File: config.mk
export PLATFORM = sky130hd
export DESIGN_NAME = lane_event_encoder
export DESIGN_NICKNAME = d
export VERILOG_FILES = /design/src/rtl/lane_event_encoder_pkg.sv /design/src/rtl/lane_event_encoder_fifo.sv /design/src/rtl/lane_event_encoder.sv
export SDC_FILE = /design/constraint.sdc
export NUM_CORES = 1
export LEC_CHECK = 0
export ABC_CLOCK_PERIOD_IN_PS = 3400
export CAP_MARGIN = 0
export CORE_MARGIN = 5
export CORE_UTILIZATION = 56
export CTS_CLUSTER_SIZE = 25
export DETAILED_ROUTE_END_ITERATION = 10
export PLACE_DENSITY = 0.85
export SYNTH_ARGS = -nofsm -noshare
export SYNTH_HDL_FRONTEND = slang
export SYNTH_HIERARCHICAL = 1
export SYNTH_SLANG_ARGS = --single-unit
File: constraint.sdc
create_clock -name clk -period 3.4 [get_ports clk]
set_input_delay 0.68 -clock clk [delete_from_list [all_inputs] [get_ports clk]]
set_output_delay 0.68 -clock clk [all_outputs]
set_load 0.01 [all_outputs]
File: src/rtl/lane_event_encoder_pkg.sv
// Shared event encoding and lane defaults.
// Used by the encoder and the judgement logic.
package lane_event_encoder_pkg;

  localparam logic [1:0] EV_PRESS   = 2'd0;
  localparam logic [1:0] EV_RELEASE = 2'd1;
  localparam logic [1:0] EV_LONG    = 2'd2;

  localparam int LANES_DEF      = 4;
  localparam int TS_W_DEF       = 16;
  localparam int LONG_HOLD_DEF  = 500;
  localparam int FIFO_DEPTH_DEF = 4;

endpackage

File: src/rtl/lane_event_encoder_fifo.sv
// First-word-fall-through event FIFO.
// Head entry is always visible on dout.
module event_fifo #(
  parameter int WIDTH = 8,
  parameter int DEPTH = 4
) (
  input  logic             clk,
  input  logic             rst_n,
  input  logic             push,
  input  logic [WIDTH-1:0] din,
  output logic             full,
  input  logic             pop,
  output logic [WIDTH-1:0] dout,
  output logic             empty
);

  localparam int AW = $clog2(DEPTH);

  logic [WIDTH-1:0] mem [DEPTH];
  logic [AW:0]      wr_ptr;
  logic [AW:0]      rd_ptr;
  logic             do_push;
  logic             do_pop;

  assign empty = (wr_ptr == rd_ptr);
  assign full  = (wr_ptr - rd_ptr) == (AW+1)'(DEPTH);
  assign do_pop  = pop & ~empty;
  assign do_push = push & (~full | do_pop);
  assign dout = mem[rd_ptr[AW-1:0]];

  // Pointer update; a push into a full FIFO is legal alongside a pop.
  always_ff @(posedge clk or negedge rst_n) begin
    if (!rst_n) begin
      wr_ptr <= '0;
      rd_ptr <= '0;
    end else begin
      if (do_push) wr_ptr <= wr_ptr + 1'b1;
      if (do_pop)  rd_ptr <= rd_ptr + 1'b1;
    end
  end

  // Storage is data-only; validity comes from the pointers.
  always_ff @(posedge clk) begin
    if (do_push) mem[wr_ptr[AW-1:0]] <= din;
  end

endmodule

File: src/rtl/lane_event_encoder.sv
// Turns debounced lane levels into timestamped
// PRESS / RELEASE / LONG events queued in a FIFO.
module lane_event_encoder
  import lane_event_encoder_pkg::*;
#(
  parameter int LANES      = LANES_DEF,
  parameter int TS_W       = TS_W_DEF,
  parameter int LONG_HOLD  = LONG_HOLD_DEF,
  parameter int FIFO_DEPTH = FIFO_DEPTH_DEF
) (
  input  logic                     clk,
  input  logic                     rst_n,
  input  logic                     tick,
  input  logic [LANES-1:0]         pbreg,
  output logic                     ev_valid,
  input  logic                     ev_ready,
  output logic [$clog2(LANES)-1:0] ev_lane,
  output logic [1:0]               ev_type,
  output logic [TS_W-1:0]          ev_time,
  output logic [LANES-1:0]         held,
  output logic                     overflow,
  input  logic                     ovf_clr
);

  localparam int LW = $clog2(LANES);
  localparam int CW = $clog2(LONG_HOLD + 1);
  localparam int EW = LW + 2 + TS_W;

  logic                       init;
  logic [TS_W-1:0]            ts;
  logic [TS_W-1:0]            ts_nxt;
  logic [LANES-1:0]           pend_press;
  logic [LANES-1:0]           pend_rel;
  logic [LANES-1:0]           pend_long;
  logic [LANES-1:0][TS_W-1:0] press_ts;
  logic [LANES-1:0][TS_W-1:0] rel_ts;
  logic [LANES-1:0][TS_W-1:0] long_ts;
  logic [LANES-1:0][CW-1:0]   cnt;

  logic [LANES-1:0] rise;
  logic [LANES-1:0] fall;
  logic [LANES-1:0] long_hit;
  logic [LANES-1:0] clr_press;
  logic [LANES-1:0] clr_rel;
  logic [LANES-1:0] clr_long;
  logic [LANES-1:0] busy_p;
  logic [LANES-1:0] busy_r;
  logic [LANES-1:0] busy_l;
  logic             drop;

  logic             any;
  logic [LW-1:0]    sel_lane;
  logic [1:0]       sel_type;
  logic [TS_W-1:0]  sel_ts;
  logic             push;
  logic             pop;
  logic             full;
  logic             empty;
  logic [EW-1:0]    head;

  assign ts_nxt = ts + 1'b1;

  // Edge, long-hold and collision detection for every lane.
  always_comb begin
    rise     = '0;
    fall     = '0;
    long_hit = '0;
    if (!init) begin
      rise = pbreg & ~held;
      fall = ~pbreg & held;
    end
    for (int i = 0; i < LANES; i++) begin
      long_hit[i] = tick & held[i] & pbreg[i] &
                    (cnt[i] == CW'(LONG_HOLD - 1));
    end
    busy_p = pend_press & ~clr_press;
    busy_r = pend_rel & ~clr_rel;
    busy_l = pend_long & ~clr_long;
    drop = |(rise & busy_p) | |(fall & busy_r) |
           |(long_hit & busy_l);
  end

  // Pick lowest pending lane; PRESS, then LONG, then RELEASE.
  always_comb begin
    any       = 1'b0;
    sel_lane  = '0;
    sel_type  = EV_PRESS;
    sel_ts    = '0;
    for (int i = LANES - 1; i >= 0; i--) begin
      if (pend_press[i] | pend_long[i] | pend_rel[i]) begin
        any      = 1'b1;
        sel_lane = LW'(i);
        if (pend_press[i]) begin
          sel_type = EV_PRESS;
          sel_ts   = press_ts[i];
        end else if (pend_long[i]) begin
          sel_type = EV_LONG;
          sel_ts   = long_ts[i];
        end else begin
          sel_type = EV_RELEASE;
          sel_ts   = rel_ts[i];
        end
      end
    end
    pop  = ~empty & ev_ready;
    push = any & (~full | pop);
    clr_press = '0;
    clr_rel   = '0;
    clr_long  = '0;
    if (push) begin
      if (sel_type == EV_PRESS) clr_press[sel_lane] = 1'b1;
      if (sel_type == EV_LONG) clr_long[sel_lane] = 1'b1;
      if (sel_type == EV_RELEASE) clr_rel[sel_lane] = 1'b1;
    end
  end

  // Per-lane pending flags, timestamps and hold counters.
  always_ff @(posedge clk or negedge rst_n) begin
    if (!rst_n) begin
      held       <= '0;
      pend_press <= '0;
      pend_rel   <= '0;
      pend_long  <= '0;
      press_ts   <= '0;
      rel_ts     <= '0;
      long_ts    <= '0;
      cnt        <= '0;
    end else begin
      held       <= pbreg;
      pend_press <= busy_p | rise;
      pend_rel   <= busy_r | fall;
      pend_long  <= busy_l | long_hit;
      for (int i = 0; i < LANES; i++) begin
        if (rise[i] & ~busy_p[i]) press_ts[i] <= ts;
        if (fall[i] & ~busy_r[i]) rel_ts[i] <= ts;
        if (long_hit[i] & ~busy_l[i]) long_ts[i] <= ts_nxt;
        if (rise[i] | fall[i])
          cnt[i] <= '0;
        else if (tick & held[i] & (cnt[i] != CW'(LONG_HOLD)))
          cnt[i] <= cnt[i] + 1'b1;
      end
    end
  end

  // Timebase, init cycle and sticky overflow.
  always_ff @(posedge clk or negedge rst_n) begin
    if (!rst_n) begin
      init     <= 1'b1;
      ts       <= '0;
      overflow <= 1'b0;
    end else begin
      init <= 1'b0;
      if (tick) ts <= ts_nxt;
      if (drop)
        overflow <= 1'b1;
      else if (ovf_clr)
        overflow <= 1'b0;
    end
  end

  event_fifo #(
    .WIDTH(EW),
    .DEPTH(FIFO_DEPTH)
  ) u_fifo (
    .clk  (clk),
    .rst_n(rst_n),
    .push (push),
    .din  ({sel_lane, sel_type, sel_ts}),
    .full (full),
    .pop  (pop),
    .dout (head),
    .empty(empty)
  );

  assign ev_valid = ~empty;
  assign {ev_lane, ev_type, ev_time} = ev_valid ? head : '0;

endmodule
**After elaboration in Yosys (flattened, before gate mapping)**

Memory sizes are Yosys's and may differ from the RTL's.
Index checks and enable logic that the tools add are counted.

- $add $sub $neg: 8
- Magnitude comparators: 2
- Equality and inequality tests: 12
- Multiplexer cells: 55
- Bitwise operators: 78
- Reductions and logical operators: 10

Operator list:

| kind | number |
|---|---|
| 16-bit two-way mux | 12 |
| 9-bit two-way mux | 8 |
| 9-bit by 1-bit adder with 9-bit output, second input constant | 4 |
| 9-bit == test, second input constant | 4 |
| 9-bit inequality test, second input constant | 4 |
| 1-bit AND | 32 |
| 4-bit AND | 8 |
| 2-bit two-way mux | 16 |
| 4-bit two-way mux | 8 |
| 20-bit two-way mux | 1 |
| 4-bit NOT | 5 |
| 16-bit by 1-bit adder with 16-bit output, second input constant | 1 |
| 1-bit bitwise OR | 16 |
| 1-bit NOT | 14 |
| 4-bit bitwise OR | 3 |
| 4-bit OR reduction | 3 |
| 2-bit nonzero test | 5 |
| 1-bit two-way mux | 9 |
| 3-bit by 1-bit adder with 3-bit output, second input constant | 2 |
| 3-bit == test | 1 |
| 3-bit == test, second input constant | 1 |
| 2-bit by 3-bit less-than comparator with 1-bit output, second input constant | 1 |
| 3-bit subtractor | 1 |
| 1-bit demux with 2-bit select | 1 |
| 5 further kinds | 5 |

- Register bits: 268
- Memory bits (writable): 80
- Bits of input ports: 9
- Output and inout port bits: 26
- Word-level logic and storage cells: 191
- Memories kept: 1

Memories:

| name | depth | bits a word | rd ports | clocked after Yosys merged registers in | wr ports | line | text |
|---|---|---|---|---|---|---|---|
| u_fifo.mem | 4 | 20 | 1 | 0 | 1 | lane_event_encoder_fifo.sv:19 | `logic [WIDTH-1:0] mem [DEPTH];` |

**Depth between registers and ports, before layout**

Gate-level depths: netlist of the first run.

- Depth in word-level cells: 19
- Gate-level depth with buffers: 13
- Gate-level depth less buffers: 10

**Hierarchy**

The synthesis of the first run kept the hierarchy.

By module, submodules not included:

| module | instances | cells an instance | area each (um^2) | sequential area each (um^2) |
|---|---|---|---|---|
| lane_event_encoder | 1 | 1178 | 12689.7 | 6557.5 |
| event_fifo | 1 | 147 | 3320.7 | 2552.4 |

**Least setup slack after synthesis of the first run**

No wires, ideal clock.

- Kind: register to register
- From: reg u_fifo.rd_ptr[1]
- To: mem u_fifo/mem[3][0] (netlist bit) (enable)
- Setup time: 397 ps
- Data arrival time: 3016 ps
- Data required time: 3003 ps
- Setup slack: -13 ps
- Stages on the path, launching flop included: 12
- Buffers on the path: 2
- Period minus slack after synthesis: 3413 ps
- Cell sequence: dfrtp_1 -> buf_1 -> inv_1 -> ha_1 -> nand2_1 -> nor2_1 -> nand2b_1 -> and2_1 -> clkbuf_1 -> a31oi_1 -> nand3_1 -> nor2_1

- Longest elaborated chain between the ends: 8
- Elaborated cells on any way between the ends: 13
- Classes of those cells: 1 x add/sub; 2 x eq/ne; 2 x mux; 8 x bitwise

Ends and longest elaborated chain:

| what | line | text |
|---|---|---|
| from (decl) | lane_event_encoder_fifo.sv:21 | `logic [AW:0] rd_ptr;` |
| from (signal assigned) | lane_event_encoder_fifo.sv:38 | `if (do_pop) rd_ptr <= rd_ptr + 1'b1;` |
| 3-bit == test | lane_event_encoder_fifo.sv:25 | `assign empty = (wr_ptr == rd_ptr);` |
| net empty | lane_event_encoder.sv:58 | `logic empty;` |
| 1-bit NOT | lane_event_encoder.sv:105 | `pop = ~empty & ev_ready;` |
| 1-bit AND | lane_event_encoder.sv:105 |  |
| 1-bit bitwise OR | lane_event_encoder.sv:106 | `push = any & (~full \| pop);` |
| 1-bit AND | lane_event_encoder.sv:106 |  |
| net push | lane_event_encoder.sv:55 | `logic push;` |
| 1-bit AND | lane_event_encoder_fifo.sv:28 | `assign do_push = push & (~full \| do_pop);` |
| 1-bit two-way mux | lane_event_encoder_fifo.sv:44 | `if (do_push) mem[wr_ptr[AW-1:0]] <= din;` |
| 1-bit two-way mux (not written as such) | lane_event_encoder_fifo.sv:44 |  |
| to (decl) | lane_event_encoder_fifo.sv:19 |  |

The timed path passes the listed nets, and every way through them passes these cells.

**Final worst setup path of the first run**

- From: reg u_fifo.wr_ptr[0]
- To: out ev_time[6]

- Longest elaborated chain between the ends: 2

Ends and longest elaborated chain:

| what | line | text |
|---|---|---|
| from (decl) | lane_event_encoder_fifo.sv:20 | `logic [AW:0] wr_ptr;` |
| from (signal assigned) | lane_event_encoder_fifo.sv:37 | `if (do_push) wr_ptr <= wr_ptr + 1'b1;` |
| 3-bit == test | lane_event_encoder_fifo.sv:25 |  |
| net empty | lane_event_encoder.sv:58 |  |
| 20-bit two-way mux | lane_event_encoder.sv:176 | `assign {ev_lane, ev_type, ev_time} = ev_valid ? head : '0;` |
| to (decl) | lane_event_encoder.sv:19 | `output logic [TS_W-1:0] ev_time,` |

The timed path passes the listed nets, and every way through them passes these cells.

==> impl_table.tex, run 1 <==
\begin{tabular}{lr}
\hline
Metric & Value \\
\hline
\multicolumn{2}{l}{\textbf{Status}} \\
\quad Outcome & finished clean \\
\multicolumn{2}{l}{\textbf{GRT}} \\
\quad Global-route wire length before repair & 56,900 um \\
\quad Final global-route overflow total & 0 \\
\quad Antenna violations before repair & 0 \\
\quad Met1 capacity usage during global routing & 0.300 \\
\quad Total track usage & 0.222 \\
\quad Via count of the first global-routing pass & 10.8k \\
\quad Busiest grt layer & met2 \\
\quad Pin count of the biggest net entering global routing & 84 \\
\quad Met2 routing resource usage after global routing & 0.375 \\
\quad Global routing usage on met3 & 0.0329 \\
\multicolumn{2}{l}{\textbf{Setup path}} \\
\quad List of cells traversed by the critical path & inv\_1, ha\_1, nand2\_1, nor2\_1, buf\_4, nor2b\_1, clkdlybuf4s50\_1 \\
\quad Slowest stage cell on the critical path & clkdlybuf4s50\_1 \\
\quad Largest stage delay, worst path & 0.56 ns \\
\quad Category of the worst setup path launch point & flip-flop \\
\quad Crit path arrival time & 2.57 ns \\
\quad Highest fanout seen on the critical path & 21 \\
\quad Required time at the endpoint of the critical path & 2.72 ns \\
\quad Kind of critical path & flip-flop to primary output \\
\quad Nature of the critical path endpoint & primary output \\
\multicolumn{2}{l}{\textbf{Clock network}} \\
\quad TritonCTS sink count & 348 \\
\quad Number of hold-repair buffers added at the cts stage & 0 \\
\quad Worst-Skew Late Latency & 0.52 ns \\
\quad H-Tree Level Count & 2 \\
\quad Setup Buffers After CTS & 0 \\
\quad Post-CTS sizing & 0 \\
\quad Bufs on Longest Clock Path & 3 \\
\quad Clock root buffer & clkbuf\_16 \\
\quad Number of buffers inserted during clock tree synthesis & 34 \\
\quad Clock input transition at the sequential cells of the worst setup and hold paths & 0.06 ns \\
\quad Clock tree from TritonCTS & built \\
\multicolumn{2}{l}{\textbf{Die}} \\
\quad Die Span Y & 179 um \\
\quad Die ar. & 32,100 sq um \\
\quad Core region area & 28,500 sq um \\
\quad Starting Density & 0.562 \\
\quad Die boundary width & 179 um \\
\quad Number of top-level pins & 35 \\
\quad Standard-cell row count & 62 \\
\multicolumn{2}{l}{\textbf{Timing}} \\
\quad Final count of pins violating max slew & 0 \\
\quad Clock Skew & 0.0226 ns \\
\quad Slew at the pin with the worst max-slew slack & 0.813 ns \\
\quad Final Hold Vio Count & 0 \\
\quad Final worst path period need & 3.25 ns \\
\quad Fraction of the cycle the final worst path needs & 0.955 \\
\quad Normalized max-slew margin & 0.458 \\
\quad Unrepaired setup endpoints after global routing & false \\
\quad Maximum clock frequency & 308 MHz \\
\quad Count of final setup violators & 0 \\
\quad Post-route setup TNS & 0 ns \\
\multicolumn{2}{l}{\textbf{Finish}} \\
\quad Final net count & 1,365 \\
\quad P\&R area growth vs syn & 11.2\% \\
\quad Most common cell after layout, fill and taps aside & dfrtp\_1 \\
\quad Total inserted antenna cells & 0 \\
\quad Layout cells sized above 1 & 0.159 \\
\quad Top library cells by usage in the layout, fill and taps aside & dfrtp\_1, nand2\_1, nor2\_1 \\
\quad Seq. cell area & 9110 sq um \\
\quad Area taken by multi-input logic gates & 6410 sq um \\
\quad Cell area after layout & 17,800 sq um \\
\quad Filler Cell Count & 2,073 \\
\multicolumn{2}{l}{\textbf{Pwr}} \\
\quad Reported leakage power & 0.00756 uW \\
\quad Worst ir drop on vdd & 0.000422 V \\
\quad Power density of the placed cells & 827 nW/um\^{}2 \\
\multicolumn{2}{l}{\textbf{Logic synthesis}} \\
\quad Fraction of the yosys area taken by sequential cells & 0.569 \\
\quad Main synth FF type & dfrtp\_1 \\
\quad Summed instance area of the synthesized netlist & 16,000 sq um \\
\quad YS warnings & 6 \\
\quad Register bit total from synthesis & 348 \\
\quad Share of synthesized flip-flops with an asynchronous set or reset & 0.770 \\
\quad Cell count after synthesis & 1,325 \\
\quad Library cells used by synthesis & 64 \\
\quad Count of flip-flops with a built-in enable after synthesis & 80 \\
\quad Synthesized net count & 1,350 \\
\quad Post-synthesis average cell area & 12.1 sq um \\
\multicolumn{2}{l}{\textbf{Worst hold path}} \\
\quad Classification of the worst-slack hold path & input pin to asynchronous set/reset pin \\
\multicolumn{2}{l}{\textbf{Place}} \\
\quad Final RePlAce weighted congestion & 0.824 \\
\quad Detailed Place HPWL & 22,400 um \\
\quad Area post-placement & 16,700 sq um \\
\quad Number of buffer cells added on primary ports & 34 \\
\multicolumn{2}{l}{\textbf{Routing}} \\
\quad Drt initial violations & 953 \\
\quad Post-route DRC violation count & 0 \\
\quad Length of the first detailed-routing pass in iterations & 5 \\
\quad Number of vias per cell after detailed routing & 6.00 \\
\quad Antenna-violating nets left & 0 \\
\quad Vias after detailed routing & 10.5k \\
\quad Wire length per cell & 19.7 um \\
\quad Total wirelength of the detailed-routed design & 34,400 um \\
\multicolumn{2}{l}{\textbf{Job}} \\
\quad Number of violations of the max-capacitance limit & 0 \\
\hline
\end{tabular}
==> stage by stage <==
step / total power [uW] / hold WS [ns] / utilization / worst slack (ns) / cells
after floorplan: 9230 / 0.384 / - / 0.301 / 1325
after global placement: 10700 / 0.461 / 0.587 / 0.515 / 1688
after detailed placement: 11000 / 0.470 / 0.587 / 0.465 / 1688
after CTS: 14800 / 0.187 / 0.625 / 0.133 / 1749
after global routing: 15500 / 0.209 / 0.625 / 0.00192 / 1749
final: 14700 / 0.160 / 0.625 / 0.152 / 1749
==> power by group <==
part / switching, uW / total [uW] / internal (uW)
clock: 1560 / 3720 / 2160
combinational: 2670 / 4810 / 2140
sequential: 603 / 6200 / 5600
==> area by class of cell <==
type	instances	share of cell area
tap	384	0.0270
inverter	22	0.00464
clock buffer	49	0.0547
multi-input combinational	867	0.360
timing repair buffer	67	0.0354
sequential	348	0.512
clock inverter	12	0.00668
==> critical path: cells and delay by family (launching register included) <==
family                   cells  cell delay [ns]
buffers and inverters        3             0.93
AND/OR/NAND/NOR              3             0.45
flip-flops                   1             0.40
adder cells (fa/ha/maj)      1             0.26
==> worst paths after layout <==
check	from	end	slack, ns	depth (start not counted)
worst max-delay path	u_fifo/wr_ptr[0]	ev_time[6]	0.15	7
worst min-delay path	rst_n	cnt[32]	0.16	1
worst max register to register	u_fifo/wr_ptr[0]	u_fifo/mem[2][11]	0.42	9
worst min register to register	long_ts[2]	long_ts[2]	0.48	2
max in group asynchronous	rst_n	rel_ts[21]	2.39	2
min in group clk	long_ts[2]	long_ts[2]	0.48	2
==> Yosys cell counts (all sizes together), types with 21 or more instances <==
cell type | n | area, sq um
a21oi | 79 | 395
buf | 34 | 223
clkbuf | 54 | 203
dfrtp | 267 | 6680
edfxtp | 80 | 2400
inv | 22 | 82.6
mux2 | 136 | 1650
mux2i | 35 | 350
nand2 | 113 | 424
nand3 | 21 | 110
nor2 | 104 | 390
nor2b | 26 | 163
o21ai | 73 | 365
xnor2 | 36 | 315
xor2 | 23 | 201
==> state kept, by name (all words and copies together) (netlist names), 16 cells and up <==
name        flops
u_fifo/mem     80
long_ts        64
press_ts       64
rel_ts         64
cnt            36
ts             16
==> logic make-up (layout without fill, tap and decap cells) <==
group	Yosys count	in the layout	synth area share
other	1	1	0.000234
and+or+nand+nor	351	351	0.104
xor gates and xnor gates	59	59	0.0323
buffers and inverters	110	150	0.0317
adders and majority gates	16	16	0.0125
AOI/OAI and AO/OA	249	249	0.0970
muxes	191	191	0.153
DFF	348	348	0.569
==> per-layer routing <==
layer	vias up	wire length, um
li1	4768	-
met1	5305	14100
met2	358	17100
met3	70	2290
met4	0	924
met5	-	0
(Power assumes the default switching activity.)
==> inputs of run 2 (changes only) <==
--- a/config.mk
+++ b/config.mk
@@ -9,7 +9,7 @@
 export CAP_MARGIN = 0
 export CORE_MARGIN = 5
 export CORE_UTILIZATION = 56
-export CTS_CLUSTER_SIZE = 25
+export CTS_CLUSTER_SIZE = 10
 export DETAILED_ROUTE_END_ITERATION = 10
 export PLACE_DENSITY = 0.85
 export SYNTH_ARGS = -nofsm -noshare
==> constraint.sdc (replaced) <==
create_clock -name clk -period 3.4 [get_ports clk]
set_input_delay 0.68 -clock clk [delete_from_list [all_inputs] [get_ports clk]]
set_output_delay 0.68 -clock clk [all_outputs]
set_load 0.005 [all_outputs]
==> run 2 against run 1 <==
Cell area increased by 0.13%. Worst setup slack better by 0.010 ns. Hold slack worse by 0.032 ns. Die area stayed put.
==> impl_table.tex, run 2 (synthesis gave the netlist of run 1 again) <==
\begin{tabular}{lr}
\hline
Metric & Value \\
\hline
\multicolumn{2}{l}{\textbf{Setup path}} \\
\quad List of cells traversed by the critical path & inv\_1, ha\_1, nand2\_1, nor2\_1, buf\_4, nor2b\_1, clkdlybuf4s50\_1 \\
\quad Required time at the endpoint of the critical path & 2.72 ns \\
\quad Highest fanout seen on the critical path & 21 \\
\quad Crit-path leading delay family & buffers and inverters \\
\quad Path depth of the worst reg2reg path & 9 \\
\quad Crit path arrival time & 2.56 ns \\
\quad Nature of the critical path endpoint & primary output \\
\quad Largest stage delay, worst path & 0.53 ns \\
\quad Path length in cells of the critical path & 7 \\
\quad Slowest stage cell on the critical path & clkdlybuf4s50\_1 \\
\quad Kind of critical path & flip-flop to primary output \\
\quad Crit path launch & u\_fifo/wr\_ptr[0] \\
\quad Category of the worst setup path launch point & flip-flop \\
\quad Critical path buffer and inverter count & 3 \\
\quad Startpoint of the worst-slack reg-to-reg timing path & u\_fifo/wr\_ptr[0] \\
\multicolumn{2}{l}{\textbf{Die}} \\
\quad Starting Density & 0.562 \\
\quad Number of top-level pins & 35 \\
\quad Core region area & 28,500 sq um \\
\quad Standard-cell row count & 62 \\
\quad Die Span Y & 179 um \\
\quad Die ar. & 32,100 sq um \\
\quad Die boundary width & 179 um \\
\multicolumn{2}{l}{\textbf{GRT}} \\
\quad Pin count of the biggest net entering global routing & 84 \\
\quad Final global-route overflow total & 0 \\
\quad Via count of the first global-routing pass & 11.0k \\
\quad Total track usage & 0.224 \\
\quad Antenna violations before repair & 1 \\
\quad Global-route wire length before repair & 57,400 um \\
\multicolumn{2}{l}{\textbf{Pwr}} \\
\quad Power density of the placed cells & 824 nW/um\^{}2 \\
\quad Worst ir drop on vdd & 0.000455 V \\
\quad Reported leakage power & 0.00756 uW \\
\multicolumn{2}{l}{\textbf{Finish}} \\
\quad Post-Layout Cell Count & 1,750 \\
\quad Final net count & 1,371 \\
\quad Total inserted antenna cells & 0 \\
\quad P\&R area growth vs syn & 11.4\% \\
\quad Top library cells by usage in the layout, fill and taps aside & dfrtp\_1, nand2\_1, nor2\_1 \\
\quad Layout cells sized above 1 & 0.153 \\
\quad Most common cell after layout, fill and taps aside & dfrtp\_1 \\
\quad Max FFs per register & 80 \\
\multicolumn{2}{l}{\textbf{Place}} \\
\quad Detailed Place HPWL & 22,400 um \\
\quad Final RePlAce weighted congestion & 0.824 \\
\quad Cell Count Post-Placement & 1,688 \\
\quad Number of buffer cells added on primary ports & 34 \\
\multicolumn{2}{l}{\textbf{Clock network}} \\
\quad Bufs on Longest Clock Path & 3 \\
\quad Worst-Skew Late Latency & 0.52 ns \\
\quad Post-CTS sizing & 0 \\
\quad Clock root buffer & clkbuf\_16 \\
\quad Clock input transition at the sequential cells of the worst setup and hold paths & 0.05 ns \\
\quad Setup Buffers After CTS & 0 \\
\quad TritonCTS sink count & 348 \\
\quad Number of buffers inserted during clock tree synthesis & 40 \\
\quad H-Tree Level Count & 2 \\
\quad Clock tree from TritonCTS & built \\
\quad Number of hold-repair buffers added at the cts stage & 0 \\
\multicolumn{2}{l}{\textbf{Routing}} \\
\quad Post-route DRC violation count & 0 \\
\quad Number of vias per cell after detailed routing & 5.99 \\
\quad Length of the first detailed-routing pass in iterations & 8 \\
\quad Total wirelength of the detailed-routed design & 34,700 um \\
\quad Drt initial violations & 904 \\
\quad Wire length per cell & 19.8 um \\
\quad Vias after detailed routing & 10.5k \\
\quad Antenna-violating nets left & 0 \\
\multicolumn{2}{l}{\textbf{Timing}} \\
\quad Unrepaired setup endpoints after global routing & false \\
\quad Count of final setup violators & 0 \\
\quad Maximum clock frequency & 309 MHz \\
\quad Clock Skew & 0.0124 ns \\
\quad Final Hold Vio Count & 0 \\
\quad Final hold slack & 0.127 ns \\
\quad Final count of pins violating max slew & 0 \\
\quad Fraction of the cycle the final worst path needs & 0.952 \\
\quad Slew at the pin with the worst max-slew slack & 0.823 ns \\
\quad Normalized max-slew margin & 0.452 \\
\quad Final worst path period need & 3.24 ns \\
\quad Post-route setup TNS & 0 ns \\
\multicolumn{2}{l}{\textbf{Status}} \\
\quad Outcome & finished clean \\
\multicolumn{2}{l}{\textbf{Worst hold path}} \\
\quad Classification of the worst-slack hold path & input pin to asynchronous set/reset pin \\
\multicolumn{2}{l}{\textbf{Job}} \\
\quad Number of violations of the max-capacitance limit & 0 \\
\hline
\end{tabular}
==> run 2: cell types whose count changed in the layout (fill, tap and decap cells not counted), moves of 2 or more <==
cell / previous run / this run
clkinv_2: 4 / 0
clkinv_1: 2 / 0
clkbuf_1: 8 / 19
clkbuf_8: 4 / 0
clkbuf_16: 35 / 41
bufinv_16: 2 / 0
==> run 2: layout make-up <==
cell class / count / area, sq um
multi-input combinational: 867 / 6410
inverter: 22 / 82.6
timing repair buffer: 67 / 631
clock buffer: 60 / 1100
sequential: 348 / 9110
tap: 384 / 480
clock inverter: 2 / 17.5
fill: 2069 / 10600
==> run 2: path summary, 6_finish.rpt <==
path | endpoint | slack, ns
min | cnt[32] | 0.13
max in group asynchronous | press_ts[18] | 2.38
max | ev_time[1] | 0.16
max reg2reg | u_fifo/mem[1][18] | 0.42
min in group clk | long_ts[24] | 0.48
min reg2reg | long_ts[24] | 0.48
==> run 2: metrics by stage <==
step                       util  instance area [sq um]  worst slack, ns  power (uW)
after global placement    0.587                  16700            0.515       10600
after detailed placement  0.587                  16700            0.465       10900
after global routing      0.626                  17800           0.0125       15500
after floorplan               -                  16000            0.301        9110
after CTS                 0.626                  17800            0.137       14800
final                     0.626                  17800            0.162       14700
==> run 2: layer usage <==
layer / up-vias / GRT usage / wire, um
li1: 4771 / - / -
met5: - / 0 / 0
met2: 328 / 0.380 / 17200
met3: 62 / 0.0342 / 1970
met1: 5328 / 0.302 / 14700
met4: 0 / 0.0630 / 787
==> run 2: power by group <==
| group | internal (uW) | leakage, uW | switching (uW) |
|---|---|---|---|
| clock network | 2210 | 0.000537 | 1570 |
| logic | 2140 | 0.00267 | 2560 |
| registers | 5600 | 0.00435 | 621 |
| total | 9940 | 0.00756 | 4750 |
